File: config.mk
export PLATFORM = sky130hd
export DESIGN_NAME = ex_stage
export DESIGN_NICKNAME = d
export VERILOG_FILES = /design/src/rtl/ex_stage_pkg.sv /design/src/rtl/ex_stage_mul_div_unit.sv /design/src/rtl/ex_stage.sv
export SDC_FILE = /design/constraint.sdc
export NUM_CORES = 1
export LEC_CHECK = 0
export CORE_MARGIN = 2
export CORE_UTILIZATION = 36
export CTS_CLUSTER_DIAMETER = 50
export DETAILED_ROUTE_END_ITERATION = 16
export GPL_TIMING_DRIVEN = 0
export PLACE_DENSITY = 0.64
export SETUP_SLACK_MARGIN = 0.1
export SLEW_MARGIN = 20
export SYNTH_ARGS = -nofsm -noshare
export SYNTH_HDL_FRONTEND = slang
export SYNTH_SLANG_ARGS = --single-unit
File: constraint.sdc
create_clock -name clk -period 5.04 [get_ports clk]
set_input_delay 1.008 -clock clk [delete_from_list [all_inputs] [get_ports clk]]
set_output_delay 1.008 -clock clk [all_outputs]
set_load 0.1 [all_outputs]
File: src/rtl/ex_stage_pkg.sv
// Shared definitions for the execute stage: ALU opcode encodings and
// mul/div engine state encodings.
package ex_stage_pkg;

   typedef enum logic [3:0] {
      ALU_ADD   = 4'h0,
      ALU_SUB   = 4'h1,
      ALU_AND   = 4'h2,
      ALU_OR    = 4'h3,
      ALU_XOR   = 4'h4,
      ALU_SLL   = 4'h5,
      ALU_SRL   = 4'h6,
      ALU_SRA   = 4'h7,
      ALU_SLT   = 4'h8,
      ALU_SLTU  = 4'h9,
      ALU_PASSB = 4'hA,
      ALU_MUL   = 4'hB,
      ALU_DIVU  = 4'hC,
      ALU_REMU  = 4'hD
   } alu_op_e;

   typedef enum logic [1:0] {
      MD_IDLE = 2'd0,
      MD_RUN  = 2'd1,
      MD_DONE = 2'd2
   } md_state_e;

   function automatic logic is_mul_div(input logic [3:0] op);
      return (op == ALU_MUL) || (op == ALU_DIVU) || (op == ALU_REMU);
   endfunction

endpackage

File: src/rtl/ex_stage_mul_div_unit.sv
// Iterative multiply / unsigned divide engine: one shift-add or
// restoring-subtract step per cycle, DATA_W steps per operation.
module mul_div_unit
   import ex_stage_pkg::*;
#(
   parameter int unsigned DATA_W = 16
) (
   input  logic              clk,
   input  logic              rst,
   input  logic              start,
   input  alu_op_e           op,
   input  logic [DATA_W-1:0] a,
   input  logic [DATA_W-1:0] b,
   output logic              busy,
   output logic              done,
   output logic [DATA_W-1:0] result
);

   localparam int unsigned CNT_W = $clog2(DATA_W);

   md_state_e         state, state_nxt;
   alu_op_e           op_q;
   // acc: product / remainder; x: multiplicand / quotient; y: multiplier / divisor
   logic [DATA_W-1:0] acc_q, x_q, y_q;
   logic [DATA_W-1:0] acc_nxt, x_nxt, y_nxt;
   logic [CNT_W-1:0]  cnt_q;
   logic [DATA_W:0]   rem_sh, rem_diff;
   logic              load;

   always_comb begin
      rem_sh   = {acc_q, x_q[DATA_W-1]};
      rem_diff = rem_sh - {1'b0, y_q};
      acc_nxt  = acc_q;
      x_nxt    = x_q;
      y_nxt    = y_q;
      if (op_q == ALU_MUL) begin
         acc_nxt = acc_q + (y_q[0] ? x_q : '0);
         x_nxt   = x_q << 1;
         y_nxt   = y_q >> 1;
      end else if (rem_sh >= {1'b0, y_q}) begin
         // divisor of zero always subtracts: quotient all ones, remainder = dividend
         acc_nxt = rem_diff[DATA_W-1:0];
         x_nxt   = {x_q[DATA_W-2:0], 1'b1};
      end else begin
         acc_nxt = rem_sh[DATA_W-1:0];
         x_nxt   = {x_q[DATA_W-2:0], 1'b0};
      end
   end

   always_comb begin
      state_nxt = state;
      busy      = 1'b0;
      done      = 1'b0;
      load      = 1'b0;
      case (state)
         MD_IDLE: begin
            if (start && rst) begin
               busy      = 1'b1;
               load      = 1'b1;
               state_nxt = MD_RUN;
            end
         end
         MD_RUN: begin
            busy = 1'b1;
            if (cnt_q == CNT_W'(DATA_W - 1)) state_nxt = MD_DONE;
         end
         MD_DONE: begin
            done      = 1'b1;
            state_nxt = MD_IDLE;
         end
         default: state_nxt = MD_IDLE;
      endcase
   end

   assign result = (op_q == ALU_DIVU) ? x_q : acc_q;

   always_ff @(posedge clk or negedge rst) begin
      if (!rst) begin
         state <= MD_IDLE;
         op_q  <= ALU_ADD;
         acc_q <= '0;
         x_q   <= '0;
         y_q   <= '0;
         cnt_q <= '0;
      end else begin
         state <= state_nxt;
         if (load) begin
            op_q  <= op;
            acc_q <= '0;
            x_q   <= a;
            y_q   <= b;
            cnt_q <= '0;
         end else if (state == MD_RUN) begin
            acc_q <= acc_nxt;
            x_q   <= x_nxt;
            y_q   <= y_nxt;
            cnt_q <= cnt_q + CNT_W'(1);
         end
      end
   end

endmodule

File: src/rtl/ex_stage.sv
// Execute stage: operand mux, single-cycle ALU, branch decision and
// EX/MEM control gating around the iterative mul/div engine.
module ex_stage
   import ex_stage_pkg::*;
#(
   parameter int unsigned DATA_W     = 16,
   parameter int unsigned REG_ADDR_W = 4
) (
   input  logic                  clk,
   input  logic                  rst,
   input  logic [DATA_W-1:0]     ex_rs1_data,
   input  logic [DATA_W-1:0]     ex_rs2_data,
   input  logic [DATA_W-1:0]     ex_imm,
   input  logic [REG_ADDR_W-1:0] ex_rd,
   input  logic                  ex_reg_write,
   input  logic                  ex_alu_src,
   input  logic                  ex_mem_read,
   input  logic                  ex_mem_write,
   input  logic                  ex_mem_to_reg,
   input  logic                  ex_branch,
   input  logic                  ex_branch_ne,
   input  logic [3:0]            ex_alu_op,
   output logic                  ex_busy,
   output logic [DATA_W-1:0]     ex_result,
   output logic                  ex_zero,
   output logic                  ex_branch_taken,
   output logic [DATA_W-1:0]     ex_store_data,
   output logic [REG_ADDR_W-1:0] mem_rd,
   output logic                  mem_reg_write,
   output logic                  mem_mem_read,
   output logic                  mem_mem_write,
   output logic                  mem_mem_to_reg
);

   alu_op_e           op;
   logic [DATA_W-1:0] op_a, op_b, diff, alu_res, md_result;
   logic [3:0]        shamt;
   logic              md_busy, md_done;

   assign op    = alu_op_e'(ex_alu_op);
   assign op_a  = ex_rs1_data;
   assign op_b  = ex_alu_src ? ex_imm : ex_rs2_data;
   assign diff  = op_a - op_b;
   assign shamt = op_b[3:0];

   always_comb begin
      alu_res = '0;
      case (op)
         ALU_ADD:   alu_res = op_a + op_b;
         ALU_SUB:   alu_res = diff;
         ALU_AND:   alu_res = op_a & op_b;
         ALU_OR:    alu_res = op_a | op_b;
         ALU_XOR:   alu_res = op_a ^ op_b;
         ALU_SLL:   alu_res = op_a << shamt;
         ALU_SRL:   alu_res = op_a >> shamt;
         ALU_SRA:   alu_res = DATA_W'($signed(op_a) >>> shamt);
         ALU_SLT:   alu_res[0] = $signed(op_a) < $signed(op_b);
         ALU_SLTU:  alu_res[0] = op_a < op_b;
         ALU_PASSB: alu_res = op_b;
         default:   alu_res = '0;
      endcase
   end

   mul_div_unit #(
      .DATA_W (DATA_W)
   ) u_mul_div (
      .clk    (clk),
      .rst    (rst),
      .start  (is_mul_div(ex_alu_op)),
      .op     (op),
      .a      (op_a),
      .b      (op_b),
      .busy   (md_busy),
      .done   (md_done),
      .result (md_result)
   );

   assign ex_busy         = md_busy;
   assign ex_result       = md_done ? md_result : alu_res;
   assign ex_zero         = (diff == '0);
   assign ex_branch_taken = ~md_busy & ((ex_branch & ex_zero) | (ex_branch_ne & ~ex_zero));
   assign ex_store_data   = ex_rs2_data;
   assign mem_rd          = ex_rd;
   assign mem_reg_write   = ex_reg_write  & ~md_busy;
   assign mem_mem_read    = ex_mem_read   & ~md_busy;
   assign mem_mem_write   = ex_mem_write  & ~md_busy;
   assign mem_mem_to_reg  = ex_mem_to_reg & ~md_busy;

endmodule

# Yosys cells after proc, flatten, opt, wreduce, memory -nomap -nowiden
# Index checks and enable logic that the tools add are counted.
# Widths: inputs -> output; s select.
[totals]
out_inout_bits = 43
wordCells = 86
inputBits = 65
regBits = 58
[op_classes]
shift = 3
n_reduce_logical = 10
bitwise = 13
n_mux = 26
add_sub_neg = 5
n_eq_ne = 20
order_cmp = 3
[ops]
columns = ["operator", "n"]
rows = [
  ["$mux 16", 13],
  ["$pmux 15 s9", 1],
  ["$eq 4x4->1 const B", 9],
  ["$add 16x16->16", 2],
  ["$lt 16x16->1", 2],
  ["$sub 16x16->16", 2],
  ["$ge 17x16->1", 1],
  ["$and 16x16->16", 1],
  ["$eq 4x3->1 const B", 4],
  ["$logic_not 16->1", 1],
  ["$or 16x16->16", 1],
  ["$shl 16x4->16", 1],
  ["$shr 16x4->16", 1],
  ["$sshr 16x4->16", 1],
  ["$xor 16x16->16", 1],
  ["$pmux 1 s11", 1],
  ["$eq 4x2->1 const B", 2],
  ["$mux 4", 2],
  ["$and 1x1->1", 7],
  ["$mux 1", 5],
  ["$add 4x1->4 const B", 1],
  ["$eq 4x1->1 const B", 1],
  ["$logic_not 4->1", 1],
  ["$mux 2", 2],
  ["12 further kinds", 17],
]

# Longest topological paths before layout
[depth]
depth_word = 8
depth_mapped = 14
mapped_depth_nobuf = 12

# Hierarchy
# A second synthesis with hierarchy kept.
[hier_totals]
cells_unflattened = 1188
hier_area_um2 = 9221.3
[by_module_without_submodules]
columns = ["module", "instances", "seq_area_each_um2", "cells_per_inst", "area_each_um2"]
rows = [
  ["ex_stage", 1, 0.0, 675, 4733.3],
  ["mul_div_unit", 1, 1451.4, 513, 4488.1],
]

# Least setup slack after synthesis
# Ideal clock, no wire load.
[synth_timing]
path_kind = "in2out"
start = "input ex_alu_src"
end = "output ex_zero"
arrival_ns = 7.112
required_time_ns = 4.032
path_stages = 13
n_path_buf = 4
slack_ns = -3.080
path_cell_list = "buf_4 -> mux2i_1 -> clkbuf_1 -> clkbuf_1 -> ha_1 -> buf_2 -> or4_4 -> a311oi_2 -> nor3_1 -> or2_2 -> nor3_1 -> nand4_1 -> nor4b_1"
[synth_via]
elab_chain_cells = 3
[synth_rtl]
columns = ["element", "line", "text"]
rows = [
  ["start: declaration", "ex_stage.sv:16", "input logic ex_alu_src,"],
  ["$mux 16", "ex_stage.sv:42", "assign op_b = ex_alu_src ? ex_imm : ex_rs2_data;"],
  ["$sub 16x16->16", "ex_stage.sv:43", "assign diff = op_a - op_b;"],
  ["$logic_not 16->1", "ex_stage.sv:80", "assign ex_zero = (diff == '0);"],
  ["end: declaration", "ex_stage.sv:25", "output logic ex_zero,"],
]
# Every way passes these cells.

# Final worst setup path
# Ends and elaborated chain as after synthesis.

==> run summary <==
#FFs+latches synth = 58
final wirelength = 39.1 mm
Tightest Hold Check Type = register to register
endpoints failing hold = 0
RR Endpoint = u_mul_div.acc_q[15]
core area = 0.0245 mm^2
number of synthesized flops with an enable pin = 0
Crit. End Element = output pin
Reg clk slew, reported paths = 0.05 ns
Primary FF master, synth = dfrtp_1
Clock Skew = 0.00835 ns
first-pass GRT wire length = 58.8 mm
cts bufs inserted = 9
Fill cells = 2294
failing checks = setup timing
Worst setup startpoint = ex_alu_src
initial antenna violation count = 0
Final min period = 5.26 ns
yosys warns = 0
cell chain of the critical path = buf_16, mux2i_4, buf_6, buf_12, buf_12, ha_4, o21ba_4, or4_4, a311oi_4, nor3_2, buf_4, or2_4, nor3_4, nand4_1, nor4b_4, buf_6
Hold Buf Count CTS = 0
final design utilization = 52.4%
# port buffers = 101
Setup WS post-layout = -0.219 ns
Detail Route Antenna Nets = 0
Leak Pwr = 5.39 nW
placed cells = 1609
fmax = 190 MHz
clock root cell = clkbuf_16
Total Routing Usage GR = 29.0%
Post-Syn Area = 0.00903 mm^2
CP Launch Type = input pin
Max Buffers Root-to-Sink = 2
row cnt = 57
Pre-antenna DRT Iters = 5
Critical Path AT = 4.25 ns
Slowest-stage cell, CP = or4_4
Layout Cells excl Fill = 1704
Synth Area per Inst = 7.63 um^2
CP peak stage delay = 0.46 ns
total congestion overflow = 0
layout cells sized above 1 = 24.8%
RSZ-0062 raised after global routing = yes
Max Slew Vio Count = 0
Vias/cell = 6.13
Area Growth Syn to Fin = 42.1%
Initial DRC Count = 938
Die W = 162 um
status = complete, but fails checks
via count = 10400
fraction of registers with async set/reset = 100%
Max Cap Violations = 0
die height = 162 um
final instance area = 0.0128 mm^2
Worst EP required = 4.03 ns
setup violators final = 11
most frequent cells in the layout = nor2_1 (120), buf_4 (101), nand2_1 (85), a21oi_1 (68), mux2i_1 (65)
average wire per standard cell = 22.9 um
Worst VDD drop = 0.332 mV
Area after DPL = 0.0109 mm^2
Yosys cell types = 82
initial cell density of the core = 36.9%
# DRC = 0
synthesized instance count = 1183
power density over the cells = 447 mW/mm^2
critical path endpoint = ex_zero
n_diodes = 0
CTS tree = built
latest clock arrival within the worst-skew pair = 0.34 ns
sequential area share after synthesis = 16.1%
Final period util = 104%
commonest non-fill, non-tap cell in the layout = nor2_1
FF-to-FF setup slack = 1.65 ns
minimum hold slack = 0.519 ns
GPL Wtd Cong = 1.02
CTS H-tree lvls = 3
largest net degree at the start of global routing = 40
Net Count, Synth = 1334
critical setup path kind = input pin to output pin
slew margin rel. = 26.9%
hpwl dp = 29.3 mm
nets = 1526
Die ar. = 0.0264 mm^2
I/O pins = 108
worst reg2reg path startpoint = u_mul_div.y_q[0]
Worst Max-Slew Pin Slew = 1.10 ns
Sink Count = 58
Register-to-Register Path Depth = 11
crit-path max FO = 7
vias in the first global route = 10200
-- critical path: cells and delay by family --
family	cells	cell delay (ns)
compound gates	2	0.55
fa+ha+maj	1	0.20
buf+inv	6	0.87
mux	1	0.28
simple gates	6	1.33
-- cell families after synthesis --
logic type,Yosys count,share of synthesized area (%)
AND/OR/NAND/NOR,374,19.8
AO/OA/AOI/OAI,370,28.0
buffers and inverters,162,7.91
multiplexers,98,12.6
adder cells (fa/ha/maj),86,12.2
flip-flops,58,16.1
XOR/XNOR,35,3.39
-- state kept, by name (all words and copies together), names as in the netlist --
register and flops:
u_mul_div.y_q 16, u_mul_div.x_q 16, u_mul_div.state 2, u_mul_div.cnt_q 4
u_mul_div.op_q 4, u_mul_div.acc_q 16
-- power breakdown --
group | internal (mW) | switching (mW) | total, mW
logic | 1.72 | 2.37 | 4.09
registers | 0.705 | 0.270 | 0.975
clock network | 0.446 | 0.223 | 0.670
-- per-layer routing --
layer,track usage (%),share of wire [%],vias to the layer above
li1,-,-,4777
met5,0,0,-
met1,36.7,40,5043
met3,3.23,7.0,113
met2,50.0,48,507
met4,12.5,4.8,0
-- what timing repair did --
item / CTS / global route
endpoints found under the setup margin: 23 / 23
buffers inserted: 68 / 13
gates resized for setup: 330 / 69
pin swaps: 50 / 37
cloned: 1 / 0
-- synth_stat cells, types with 23 or more instances --
| master | instances | area share, % |
|---|---|---|
| dfrtp_1 | 58 | 16 |
| a21oi_1 | 78 | 4.3 |
| nand2_1 | 85 | 3.5 |
| inv_1 | 69 | 2.9 |
| ha_1 | 82 | 11 |
| nor3_1 | 31 | 1.7 |
| xnor2_1 | 25 | 2.4 |
| mux2i_1 | 77 | 8.5 |
| o21ai_0 | 65 | 3.6 |
| and2_1 | 23 | 1.6 |
| o22ai_1 | 32 | 2.2 |
| buf_4 | 24 | 2.0 |
| a211oi_1 | 29 | 2.4 |
| nor2_1 | 126 | 5.2 |
| clkbuf_1 | 51 | 2.1 |
-- final cells by class --
class / count / area (um^2) / area share (%)
multi-input combinational: 963 / 7850 / 61.2
timing repair buffer: 184 / 1810 / 14.1
sequential: 58 / 1450 / 11.3
buffer: 85 / 669 / 5.22
tap: 324 / 405 / 3.16
inverter: 74 / 314 / 2.45
clock buffer: 12 / 246 / 1.92
clock inverter: 4 / 75.1 / 0.585
-- worst min-delay path by stage --
| stage | start | end | slack [ns] | depth (start not counted) |
|---|---|---|---|---|
| 6_report | u_mul_div.op_q[2] | u_mul_div.op_q[2] | 0.52 | 2 |
| 3_3_place_gp | u_mul_div.cnt_q[2] | u_mul_div.cnt_q[2] | 0.50 | 1 |
| 3_5_place_dp | u_mul_div.op_q[2] | u_mul_div.op_q[2] | 0.51 | 2 |
| 4_1_cts | u_mul_div.op_q[2] | u_mul_div.op_q[2] | 0.52 | 2 |
| 2_1_floorplan | u_mul_div.cnt_q[2] | u_mul_div.cnt_q[2] | 0.46 | 1 |
| 5_1_grt | u_mul_div.cnt_q[2] | u_mul_div.cnt_q[2] | 0.55 | 1 |
-- through the flow --
| stage | total power, mW | setup WS (ns) | TNS (ns) |
|---|---|---|---|
| floorplan | 3.77 | -0.580 | -1.22 |
| global placement | 4.64 | -2.51 | -58.76 |
| detailed placement | 4.69 | -2.00 | -31.90 |
| CTS | 5.61 | -0.262 | -1.26 |
| global route | 6.14 | -0.334 | -2.15 |
| finish | 5.73 | -0.219 | -1.34 |
(Power assumes the default switching activity.)
